File: config.mk
export PLATFORM = sky130hd
export DESIGN_NAME = ndma_write_mgr
export DESIGN_NICKNAME = d
export VERILOG_FILES = /design/src/rtl/ndma_write_mgr.sv
export SDC_FILE = /design/constraint.sdc
export NUM_CORES = 1
export LEC_CHECK = 0
export ABC_AREA = 1
export BUFFER_PORTS_ARGS = -buffer_cell sky130_fd_sc_hd__buf_4
export CORE_MARGIN = 5
export CORE_UTILIZATION = 58
export CTS_CLUSTER_SIZE = 28
export DETAILED_ROUTE_END_ITERATION = 8
export PLACE_DENSITY_LB_ADDON = 0.08
export SYNTH_ARGS = -nofsm -noshare
export SYNTH_HDL_FRONTEND = slang
export SYNTH_SLANG_ARGS = --single-unit
File: constraint.sdc
create_clock -name clk_i -period 5.3 [get_ports clk_i]
set_clock_uncertainty 0.1 [all_clocks]
set_input_delay 0.53 -clock clk_i [delete_from_list [all_inputs] [get_ports clk_i]]
set_output_delay 0.53 -clock clk_i [all_outputs]
set_load 0.02 [all_outputs]
File: src/rtl/ndma_write_mgr.sv
// NanoDMA write manager: buffers address/data beats in a small FIFO and issues them as OBI writes, one outstanding.
// Optional completed-write counter on wr_count_o is built when NDMA_WR_STATS_EN is defined.
module ndma_write_mgr #(
  parameter int DEPTH = 4,
  parameter int AW    = 32,
  parameter int DW    = 32
) (
  input  logic                     clk_i,
  input  logic                     rst_ni,
  input  logic                     wvalid_i,
  input  logic [AW-1:0]            waddr_i,
  input  logic [DW-1:0]            wdata_i,
  output logic                     wready_o,
  input  logic                     clear_i,
  output logic                     busy_o,
  output logic [$clog2(DEPTH):0]   level_o,
  output logic                     done_o,
  output logic                     write_mgr_req_o,
  input  logic                     write_mgr_gnt_i,
  output logic [AW-1:0]            write_mgr_addr_o,
  output logic                     write_mgr_we_o,
  output logic [DW/8-1:0]          write_mgr_be_o,
  output logic [DW-1:0]            write_mgr_wdata_o,
  input  logic                     write_mgr_rvalid_i,
  output logic [15:0]              wr_count_o,
  output logic [1:0]               state_o
);

  // Handshakes: a beat moves on wvalid_i && wready_o; an OBI request is
  // accepted on req && gnt and req stays high with stable addr/wdata until then;
  // the response completes on rvalid while in RESP.

  localparam int PW = $clog2(DEPTH);
  localparam logic [PW:0] ONE = 1;

  typedef enum logic [1:0] {
    IDLE = 2'd0,
    REQ  = 2'd1,
    RESP = 2'd2
  } state_e;

  state_e state_q, state_d;

  logic [AW-1:0] addr_mem [DEPTH];
  logic [DW-1:0] data_mem [DEPTH];

  logic [PW:0]   wr_ptr_q, rd_ptr_q;
  logic [PW:0]   level_q;
  logic          clear_pend_q;
  logic [AW-1:0] addr_q;
  logic [DW-1:0] wdata_q;

  logic          full, empty;
  logic          push, pop, flush;
  logic          fifo_avail;
  logic          load_head;
  logic          req;
  logic          done;
  logic [AW-1:0] head_addr;
  logic [DW-1:0] head_data;

  assign full  = (wr_ptr_q[PW-1:0] == rd_ptr_q[PW-1:0]) && (wr_ptr_q[PW] != rd_ptr_q[PW]);
  assign empty = (wr_ptr_q == rd_ptr_q);

  // A clear seen in REQ is held back until gnt so the request is never withdrawn.
  assign flush = (clear_i && (state_q != REQ)) ||
                 ((state_q == REQ) && write_mgr_gnt_i && (clear_i || clear_pend_q));

  assign push       = wvalid_i && !full && !flush;
  assign fifo_avail = flush ? 1'b0 : (!empty || push);

  // Entering REQ from RESP with an empty FIFO means the head is the beat arriving now.
  assign head_addr = empty ? waddr_i : addr_mem[rd_ptr_q[PW-1:0]];
  assign head_data = empty ? wdata_i : data_mem[rd_ptr_q[PW-1:0]];

  always_comb begin
    state_d = state_q;
    req     = 1'b0;
    pop     = 1'b0;
    done    = 1'b0;
    case (state_q)
      IDLE: begin
        if (!empty) state_d = REQ;
      end
      REQ: begin
        req = 1'b1;
        if (write_mgr_gnt_i) begin
          pop     = 1'b1;
          state_d = RESP;
        end
      end
      RESP: begin
        if (write_mgr_rvalid_i) begin
          done    = 1'b1;
          state_d = fifo_avail ? REQ : IDLE;
        end
      end
      default: state_d = IDLE;
    endcase
  end

  assign load_head = (state_d == REQ) && (state_q != REQ);

  always_ff @(posedge clk_i) begin
    if (!rst_ni) begin
      state_q      <= IDLE;
      wr_ptr_q     <= '0;
      rd_ptr_q     <= '0;
      level_q      <= '0;
      clear_pend_q <= 1'b0;
      addr_q       <= '0;
      wdata_q      <= '0;
    end else begin
      state_q <= state_d;

      if (push) wr_ptr_q <= wr_ptr_q + ONE;

      if (flush)    rd_ptr_q <= wr_ptr_q;
      else if (pop) rd_ptr_q <= rd_ptr_q + ONE;

      if (flush) begin
        level_q <= '0;
      end else begin
        case ({push, pop})
          2'b10:   level_q <= level_q + ONE;
          2'b01:   level_q <= level_q - ONE;
          default: level_q <= level_q;
        endcase
      end

      if ((state_q == REQ) && write_mgr_gnt_i)   clear_pend_q <= 1'b0;
      else if ((state_q == REQ) && clear_i)      clear_pend_q <= 1'b1;

      // addr_q/wdata_q also serve as the issued-beat register through RESP.
      if (load_head) begin
        addr_q  <= head_addr;
        wdata_q <= head_data;
      end
    end
  end

  always_ff @(posedge clk_i) begin
    if (push) begin
      addr_mem[wr_ptr_q[PW-1:0]] <= waddr_i;
      data_mem[wr_ptr_q[PW-1:0]] <= wdata_i;
    end
  end

`ifdef NDMA_WR_STATS_EN
  logic [15:0] wr_count_q;

  always_ff @(posedge clk_i) begin
    if (!rst_ni) begin
      wr_count_q <= '0;
    end else if (done && (wr_count_q != 16'hFFFF)) begin
      wr_count_q <= wr_count_q + 16'd1;
    end
  end

  assign wr_count_o = wr_count_q;
`else
  assign wr_count_o = '0;
`endif

  assign wready_o          = !full;
  assign busy_o            = !empty || (state_q != IDLE);
  assign level_o           = level_q;
  assign done_o            = done;
  assign write_mgr_req_o   = req;
  assign write_mgr_addr_o  = addr_q;
  assign write_mgr_wdata_o = wdata_q;
  assign write_mgr_we_o    = 1'b1;
  assign write_mgr_be_o    = {(DW/8){1'b1}};
  assign state_o           = state_q;

endmodule
==> flow_summary.toml, run 1 <==
[synthesis]
avgSynthCellArea_um2 = 10.1
netlist_area_um2 = 13800
yosys_register_bits = 332
synthTopCellsByArea = "edfxtp_1 56%, dfxtp_1 11%, nor2_1 7.3%"
synth_warnings = 0
synth_top_cell_by_area = "edfxtp_1"
ys_top_cells_by_count = "268 x nor2_1, 256 x edfxtp_1, 216 x nand2_1"
synth_top_area_share_pct = 55.6
synth_top_flop_cell = "edfxtp_1"
async_reset_ff_share_pct = 0
yosysMostFrequentCell = "nor2_1"
synthCells = 1366
synth_cell_type_count = 29
synth_edf_count = 256
yosysSeqAreaShare_pct = 66.6

[place]
routabilityCongestion = 0.755
pre_cts_slack_ps = 1850
io_buffers = 142
hpwl_um = 16900

[power_and_ir_drop]
netSwitchingPower_mw = 2.94
leakage_nw = 6.63
power.internal_mw = 5.68
clkPwrFrac_pct = 27.9
p_seq_share_pct = 40.2
swShare_pct = 34.1
ir_drop_mv = 0.328
p_per_area_nw_per_um2 = 536
combPwrFrac_pct = 32.0

[timing]
post-route-period-util_pct = 65.4
tns_ps = 0
max_freq_mhz = 289
maxSlewViolCount = 0
worst_pin_slew_ps = 998
hold_viol = 0
setup_viol = 0
worst_slack_ps = 1840
rsz0062_at_grt = "false"
maxSlewHeadroom_pct = 33.5
period_needed_ps = 3460

[global_route]
grt_max_degree = 103
grt_pass1_vias = 8837
grt_pass1_wl_um = 46200
antenna_found_initial = 0
grt.overflow.total = 0
grt_usage_pct = 21.4

[detailed_routing]
routed_wl_um = 28500
drcViolationCount = 0
vias = 9331
drt_iter0_drc = 753
wl_per_cell_um = 15.7
viasPerCell = 5.12
ant_nets = 0
dr.pass1.iters = 5

[cts]
h-tree-depth = 2
cts_tree = "yes"
hold_buffers = 0
clk_pin_slew_worst_paths_ps = 60
clock_latency_ps = 500
numCtsBuffers = 35
cts.sink_count = 332
post-cts-setup-buffers = 0
cts_buffer_depth = 3
cts_resized = 0
cts-root-buf = "clkbuf_16"

[setup_path]
worstPathMaxFanout = 52
end_kind = "flop"
worst_ep_required_time_ps = 5320
path_class = "reg2reg"
critPathLaunchType = "flop"
cp_data_arrival_time_ps = 3490
reg2reg_depth = 8

[floorplanning]
dieArea_um2 = 27000
fp-row-count = 56
io_pins = 164
core_um2 = 23500
initial_utilization_pct = 58.9
die_w_um = 164
die_height_um = 164

[hold_path]
hold_path.class = "in2reg"
holdPathStages = 1

[cells_and_area]
diodes = 0
syn_to_final_growth_pct = 16.4
drive_gt1_share_pct = 14.8
nNetsFinal = 1555

[run]
cap_violations = 0

[outcome]
status = "complete, no violations"
critical path, stage by stage, from the launching register on:
cell and delay [ps]:
dfxtp_2 540, buf_4 510, inv_2 70, nand2_1 70, nand2_1 90, nand3_1 140, nand3_2 290, nor2_4 490
buf_4 710
per-stage QoR:
step / hold WS, ps / power [mW] / cell area [µm²] / instances / utilization, %
after detailed placement: 383 / 6.30 / 15000 / 1760 / 63.7
after CTS: 115 / 8.72 / 16100 / 1822 / 68.6
after floorplan: 350 / 5.47 / 13900 / 1385 / -
after global routing: 123 / 9.22 / 16100 / 1822 / 68.6
after global placement: 374 / 6.25 / 15000 / 1760 / 63.7
final: 135 / 8.63 / 16100 / 1822 / 68.6
per-layer routing:
metal | vias to the layer above | share of wire (%) | global-route usage, %
met5 | - | 0 | 0
met4 | 0 | 1.8 | 5.52
met3 | 39 | 4.9 | 3.59
met2 | 195 | 48 | 35.1
met1 | 4382 | 45 | 30.1
li1 | 4715 | - | -
registers in the layout, indices dropped and copies added (netlist names):
signal and flops:
clear_pend_q 1, wr_ptr_q 3, level_o 3, addr_mem 128, write_mgr_wdata_o 32, write_mgr_addr_o 32
rd_ptr_q 3, data_mem 128, state_o 2
placed cells by master (no fill, tap or decap), types with 4 or more instances in the layout:
| cell | n |
|---|---|
| clkbuf_1 | 8 |
| clkinv_1 | 5 |
| nor2_1 | 264 |
| conb_1 | 21 |
| clkbuf_16 | 35 |
| clkinvlp_4 | 4 |
| o22ai_1 | 64 |
| dfxtp_1 | 74 |
| buf_4 | 155 |
| ha_1 | 6 |
| a21oi_1 | 6 |
| inv_1 | 149 |
| bufinv_16 | 4 |
| nand2_1 | 215 |
| o21ai_0 | 134 |
| edfxtp_1 | 256 |
| o21ai_1 | 64 |
| nor2_4 | 4 |
cell families (layout without fill, tap and decap cells):
| family | after synthesis | in the layout | share of synthesized area [%] |
|---|---|---|---|
| AND/OR/NAND/NOR | 498 | 498 | 13.8 |
| flip-flops | 332 | 332 | 66.6 |
| AO/OA/AOI/OAI | 273 | 273 | 10.5 |
| buffers and inverters | 251 | 369 | 8.15 |
| adder cells (fa/ha/maj) | 7 | 7 | 0.687 |
| XOR/XNOR | 3 | 3 | 0.190 |
| other | 2 | 21 | 0.0543 |
cell type report:
cell class / count / area (µm²)
fillers: 1777 / 7370
clock inverters: 16 / 189
multi-input cells: 802 / 3610
flip-flops and latches: 332 / 9210
repair buffers: 155 / 1160
clock buffers: 46 / 947
well taps: 319 / 399
inverters: 152 / 573
final timing paths:
check	startpoint	end	slack (ps)
max	rd_ptr_q[1]$_SDFFE_PN0P_	data_mem[3][14]$_DFFE_PP_	1840
min	wdata_i[3]	data_mem[2][3]$_DFFE_PP_	130
max reg2reg	rd_ptr_q[1]$_SDFFE_PN0P_	data_mem[3][14]$_DFFE_PP_	1840
min reg2reg	clear_pend_q$_SDFFE_PP0P_	clear_pend_q$_SDFFE_PP0P_	380
power groups by stage:
stage / registers, mW / clock network (mW) / logic [mW]
3_5_place_dp: 3.52 / 0 / 2.78
2_1_floorplan: 3.80 / 0 / 1.67
4_1_cts: 3.47 / 2.45 / 2.80
3_3_place_gp: 3.51 / 0 / 2.74
6_report: 3.47 / 2.40 / 2.76
5_1_grt: 3.51 / 2.56 / 3.15
(Power assumes the default switching activity.)
==> run 2: changes to the inputs <==
--- a/config.mk
+++ b/config.mk
@@ -8,7 +8,7 @@
 export ABC_AREA = 1
 export BUFFER_PORTS_ARGS = -buffer_cell sky130_fd_sc_hd__buf_4
 export CORE_MARGIN = 5
-export CORE_UTILIZATION = 58
+export CORE_UTILIZATION = 52
 export CTS_CLUSTER_SIZE = 28
 export DETAILED_ROUTE_END_ITERATION = 8
 export PLACE_DENSITY_LB_ADDON = 0.08
==> constraint.sdc (replaced) <==
create_clock -name clk_i -period 3.09 [get_ports clk_i]
set_clock_uncertainty 0.1 [all_clocks]
set_input_delay 0.309 -clock clk_i [delete_from_list [all_inputs] [get_ports clk_i]]
set_output_delay 0.309 -clock clk_i [all_outputs]
set_load 0.02 [all_outputs]
==> run 2 against run 1 <==
Effect of this change:
- via count grew 4.2%
- count of clock-buffer cells in the layout up 9
- global-route usage decreased by 1.1 points
- die area increased by 11%
- utilization is 3.9 points lower
- critical endpoint is now write_mgr_addr_o[1]$_SDFFE_PN0P_
- wire length increased by 8.0%
- non-clock buffer count is 77 higher
- critical path depth shrank 1
==> flow_summary.toml, run 2 (synthesis results as in run 1) <==
[timing]
worst_pin_slew_ps = 1180
rsz0062_at_grt = "false"
maxSlewHeadroom_pct = 21.5
setup_viol = 0
post-route-period-util_pct = 80.3
hold_viol = 0
period_needed_ps = 2480
max_freq_mhz = 403
maxSlewViolCount = 0

[power_and_ir_drop]
power.internal_mw = 9.84
p_total_mw = 14.9
clkPwrFrac_pct = 27.1
p_per_area_nw_per_um2 = 884
leakage_nw = 6.98
p_seq_share_pct = 39.8
swShare_pct = 34.1
ir_drop_mv = 0.494
netSwitchingPower_mw = 5.10
combPwrFrac_pct = 33.1

[floorplanning]
io_pins = 164
dieArea_um2 = 30000
die_w_um = 173
core_um2 = 26100
die_height_um = 173
fp-row-count = 59
initial_utilization_pct = 52.9

[detailed_routing]
routed_wl_um = 30800
wl_per_cell_um = 16.1
dr.pass1.iters = 5
viasPerCell = 5.08
ant_nets = 0
vias = 9719
drt_iter0_drc = 655
drcViolationCount = 0

[setup_path]
cp_common_cell = "nor2_1"
critPathLaunchType = "flop"
cp_data_arrival_time_ps = 2810
reg2reg_depth = 7
path_class = "reg2reg"
cp_slowest_cell = "buf_4"
critPathMaxStageDelay_ps = 870
worst_ep_required_time_ps = 3420
rr_endpoint = "write_mgr_addr_o[1]$_SDFFE_PN0P_"
path_delay_family = "buffers and inverters"
rrSetupSlack_ps = 610
path_cells = "buf_4, o21ai_0, o22ai_1, nand2_1, o21ai_1, nor2_1, nor2_1"
crit_buf_inv = 1
end_kind = "flop"
r2r-start = "rd_ptr_q[0]$_SDFFE_PN0P_"
worstPathMaxFanout = 112

[place]
post-place-cells = 1788
hpwl_um = 16900
routabilityCongestion = 0.768
io_buffers = 142

[global_route]
grt.overflow.total = 0
grt_pass1_vias = 9522
grt_usage_pct = 20.2
grt_pass1_wl_um = 50100
grt_max_degree = 130
antenna_found_initial = 1

[hold_path]
holdPathStages = 3
worstHoldStart = "write_mgr_gnt_i"
hold_path_end = "state_o[1]$_SDFF_PN0_"
hold_path.class = "in2reg"

[cts]
cts-root-buf = "clkbuf_16"
numCtsBuffers = 35
cts_resized = 0
cts.sink_count = 332
cts_tree = "yes"
h-tree-depth = 2
post-cts-setup-buffers = 0
clk_pin_slew_worst_paths_ps = 60
clock_latency_ps = 500
cts_buffer_depth = 3

[cells_and_area]
nNetsFinal = 1632
fill_cells = 2120
final_common_cell = "nor2_1"
final_cell_mix = "264 x nor2_1, 256 x edfxtp_1, 215 x nand2_1"
stdcell_count = 1915
fin_util_pct = 64.7
drive_gt1_share_pct = 14.6
syn_to_final_growth_pct = 22.2

[outcome]
status = "complete, no violations"

[run]
cap_violations = 0
[run 2: changes by cell type in the layout (fill, tap and decap cells not counted), sizes merged]
| cell | delta |
|---|---|
| bufinv | -2 |
| dlygate4sd3 | +65 |
| buf | +12 |
| clkinvlp | -4 |
| inv | -1 |
| clkbuf | +9 |
| diode | +1 |
| clkinv | -3 |
[run 2: worst max-delay path by stage]
stage                                   from                            endpoint  cells past startpoint
global placement       state_o[1]$_SDFF_PN0_           addr_mem[0][31]$_DFFE_PP_                      9
detailed placement  rd_ptr_q[0]$_SDFFE_PN0P_   write_mgr_addr_o[18]$_SDFFE_PN0P_                      7
CTS                 rd_ptr_q[0]$_SDFFE_PN0P_  write_mgr_wdata_o[10]$_SDFFE_PN0P_                      7
floorplan              state_o[1]$_SDFF_PN0_            addr_mem[3][0]$_DFFE_PP_                      6
finish              rd_ptr_q[0]$_SDFFE_PN0P_    write_mgr_addr_o[1]$_SDFFE_PN0P_                      7
global route        rd_ptr_q[0]$_SDFFE_PN0P_  write_mgr_wdata_o[10]$_SDFFE_PN0P_                      7
[run 2: layout make-up]
type / count / area (µm²) / share of cell area, %
sequential: 332 / 9210 / 54.5
tap: 335 / 419 / 2.48
timing repair buffer: 232 / 1970 / 11.6
antenna: 1 / 2.50 / 0.0148
inverter: 152 / 573 / 3.39
clock inverter: 6 / 78.8 / 0.466
clock buffer: 55 / 1030 / 6.11
multi-input combinational: 802 / 3610 / 21.4
[run 2: stage by stage]
step                      worst slack (ps)  hold slack (ps)  setup TNS [ps]  instance area (µm²)
after floorplan                       -311              308          -76080                13900
after detailed placement               691              391               0                15100
final                                  610             55.3               0                16900
after global placement                 738              385               0                15100
after CTS                              598             34.2               0                16900
after global routing                   401             47.8               0                16900
[run 2: repair_timing]
item                                    CTS  global route
endpoints found under the hold margin   257             0
hold buffers                             65             0
endpoints found under the setup margin    0             0
[run 2: worst reg2reg max path: stages (launching register included)]
cell and delay [ps]:
dfxtp_4 470, buf_4 870, o21ai_0 420, o22ai_1 240, nand2_1 80, o21ai_1 80
nor2_1 50, nor2_1 100
[run 2: power by group through the flow]
stage | clock, mW | sequential, mW | combinational (mW)
floorplan | 0 | 6.51 | 2.87
global placement | 0 | 6.03 | 4.86
detailed placement | 0 | 6.04 | 4.92
CTS | 4.15 | 5.95 | 5.02
global route | 4.34 | 6.02 | 5.59
finish | 4.06 | 5.94 | 4.94
[run 2: routing by layer]
| layer | part of all wire, % | track usage [%] |
|---|---|---|
| met1 | 44 | 26.6 |
| met2 | 49 | 34.9 |
| met5 | 0 | 0 |
| met4 | 1.5 | 5.15 |
| met3 | 5.1 | 3.76 |
==> run 3: changes to the inputs <==
--- a/config.mk
+++ b/config.mk
@@ -8,7 +8,7 @@
 export ABC_AREA = 1
 export BUFFER_PORTS_ARGS = -buffer_cell sky130_fd_sc_hd__buf_4
 export CORE_MARGIN = 5
-export CORE_UTILIZATION = 52
+export CORE_UTILIZATION = 58
 export CTS_CLUSTER_SIZE = 28
 export DETAILED_ROUTE_END_ITERATION = 8
 export PLACE_DENSITY_LB_ADDON = 0.08
==> constraint.sdc (replaced) <==
create_clock -name clk_i -period 2.3 [get_ports clk_i]
set_clock_uncertainty 0.1 [all_clocks]
set_input_delay 0.23 -clock clk_i [delete_from_list [all_inputs] [get_ports clk_i]]
set_output_delay 0.23 -clock clk_i [all_outputs]
set_load 0.02 [all_outputs]
==> run 3 against run 2 <==
Effect of this change:
- final area increased by 1.4%
- die area down 9.8%
- count of clock-buffer cells in the layout fell by 5
- sequential power is 34% higher
- largest power group unchanged
==> flow_summary.toml, run 3 (synthesis results as in run 1) <==
[timing]
hold_viol = 0
maxSlewHeadroom_pct = 41.0
worst_slack_ps = 158
hold_ws_ps = 68.0
rsz0062_at_grt = "false"
worst_pin_slew_ps = 885
maxSlewViolCount = 0
period_needed_ps = 2140
post-route-period-util_pct = 93.1
setup_viol = 0
max_freq_mhz = 467

[cells_and_area]
syn_to_final_growth_pct = 23.9
final_common_cell = "nor2_1"
drive_gt1_share_pct = 15.4
nNetsFinal = 1634
final_cell_mix = "264 x nor2_1, 256 x edfxtp_1, 211 x nand2_1"
stdcell_area_um2 = 17100
stdcell_count = 1902
fill_cells = 1696

[place]
place_area_um2 = 15300
post-place-cells = 1770
io_buffers = 142
routabilityCongestion = 0.816
hpwl_um = 16300
pre_cts_slack_ps = 151

[cts]
cts.sink_count = 332
cts-root-buf = "clkbuf_16"
clk_pin_slew_worst_paths_ps = 60
h-tree-depth = 2
cts_buffer_depth = 3
clock_latency_ps = 500
numCtsBuffers = 35
cts_tree = "yes"

[detailed_routing]
drcViolationCount = 0
wl_per_cell_um = 15.9
ant_nets = 0
drt_iter0_drc = 673
dr.pass1.iters = 5
vias = 9756
routed_wl_um = 30300
viasPerCell = 5.13

[setup_path]
worst_ep_required_time_ps = 2590
cp_slowest_cell = "dfxtp_4"
cp_data_arrival_time_ps = 2430
cp_common_cell = "nand2_4"
critPathLaunchType = "flop"
path_class = "reg2reg"
end_kind = "flop"
worstPathMaxFanout = 6
path_cells = "inv_1, nand2_4, nand2_2, nand2_4, nand2_4, nand3_4, ha_1, inv_1, fa_1, a21oi_1, o21ai_1, xor2_1, nor2_1"
critPathMaxStageDelay_ps = 390

[global_route]
grt.overflow.total = 0
grt_pass1_vias = 9521
antenna_found_initial = 1
grt_usage_pct = 22.4
grt_max_degree = 130
grt_pass1_wl_um = 48400

[power_and_ir_drop]
p_per_area_nw_per_um2 = 1200
ir_drop_mv = 0.802
p_total_mw = 20.5
leakage_nw = 7.07

[floorplanning]
dieArea_um2 = 27000
initial_utilization_pct = 58.9
io_pins = 164
fp-row-count = 56
die_w_um = 164
die_height_um = 164
core_um2 = 23500

[hold_path]
hold_path.class = "in2reg"

[outcome]
status = "complete, no violations"

[run]
cap_violations = 0
-- run 3: per-stage QoR --
step           TNS, ps  util, %
2_1_floorplan   -32350        -
3_3_place_gp         0     65.0
3_5_place_dp         0     65.0
4_1_cts              0     72.9
5_1_grt              0     73.0
6_report             0     73.0
-- run 3: final timing paths --
| path | startpoint | to | cells past startpoint | slack [ps] |
|---|---|---|---|---|
| setup / recovery | state_o[1]$_SDFF_PN0_ | level_o[2]$_SDFFE_PP0P_ | 13 | 160 |
| hold / removal | rst_ni | state_o[0]$_SDFF_PN0_ | 3 | 70 |
| setup reg to reg | state_o[1]$_SDFF_PN0_ | level_o[2]$_SDFFE_PP0P_ | 13 | 160 |
| hold reg to reg | write_mgr_wdata_o[15]$_SDFFE_PN0P_ | write_mgr_wdata_o[15]$_SDFFE_PN0P_ | 4 | 410 |
-- run 3: metal layers --
metal | vias up | GRT usage [%] | share of wire, %
met2 | 241 | 39.3 | 50
met1 | 4589 | 29.3 | 42
met3 | 53 | 3.97 | 5.6
met5 | - | 0 | 0
li1 | 4873 | - | -
met4 | 0 | 5.67 | 1.8
-- run 3: repair_timing --
action	4_1_cts	5_1_grt
endpoints found under the setup margin	0	1
gates resized for setup	0	2
buffers inserted	0	1
hold buffers	68	0
endpoints found under the hold margin	263	0
-- run 3: final cells by class --
type	count	area, µm²	area share, %
Sequential cell	332	9220	53.8
Clock buffer	50	1040	6.10
Antenna cell	1	2.50	0.0146
Timing Repair Buffer	234	2090	12.2
Tap cell	319	399	2.33
Inverter	152	576	3.36
Multi-Input combinational cell	802	3660	21.4
Clock inverter	12	136	0.796
-- run 3: worst max-delay path, delay by kind of cell (launching register included) --
| kind | cells | cell delay (ps) |
|---|---|---|
| compound gates | 2 | 240 |
| flops | 1 | 390 |
| xor+xnor | 1 | 160 |
| simple gates | 6 | 470 |
| buf+inv | 2 | 150 |
| fa+ha+maj | 2 | 520 |
-- run 3: where the power goes --
| part | internal (mW) | switching [mW] |
|---|---|---|
| registers | 7.51 | 0.456 |
| logic | 2.54 | 4.30 |
| clock network | 3.49 | 2.20 |
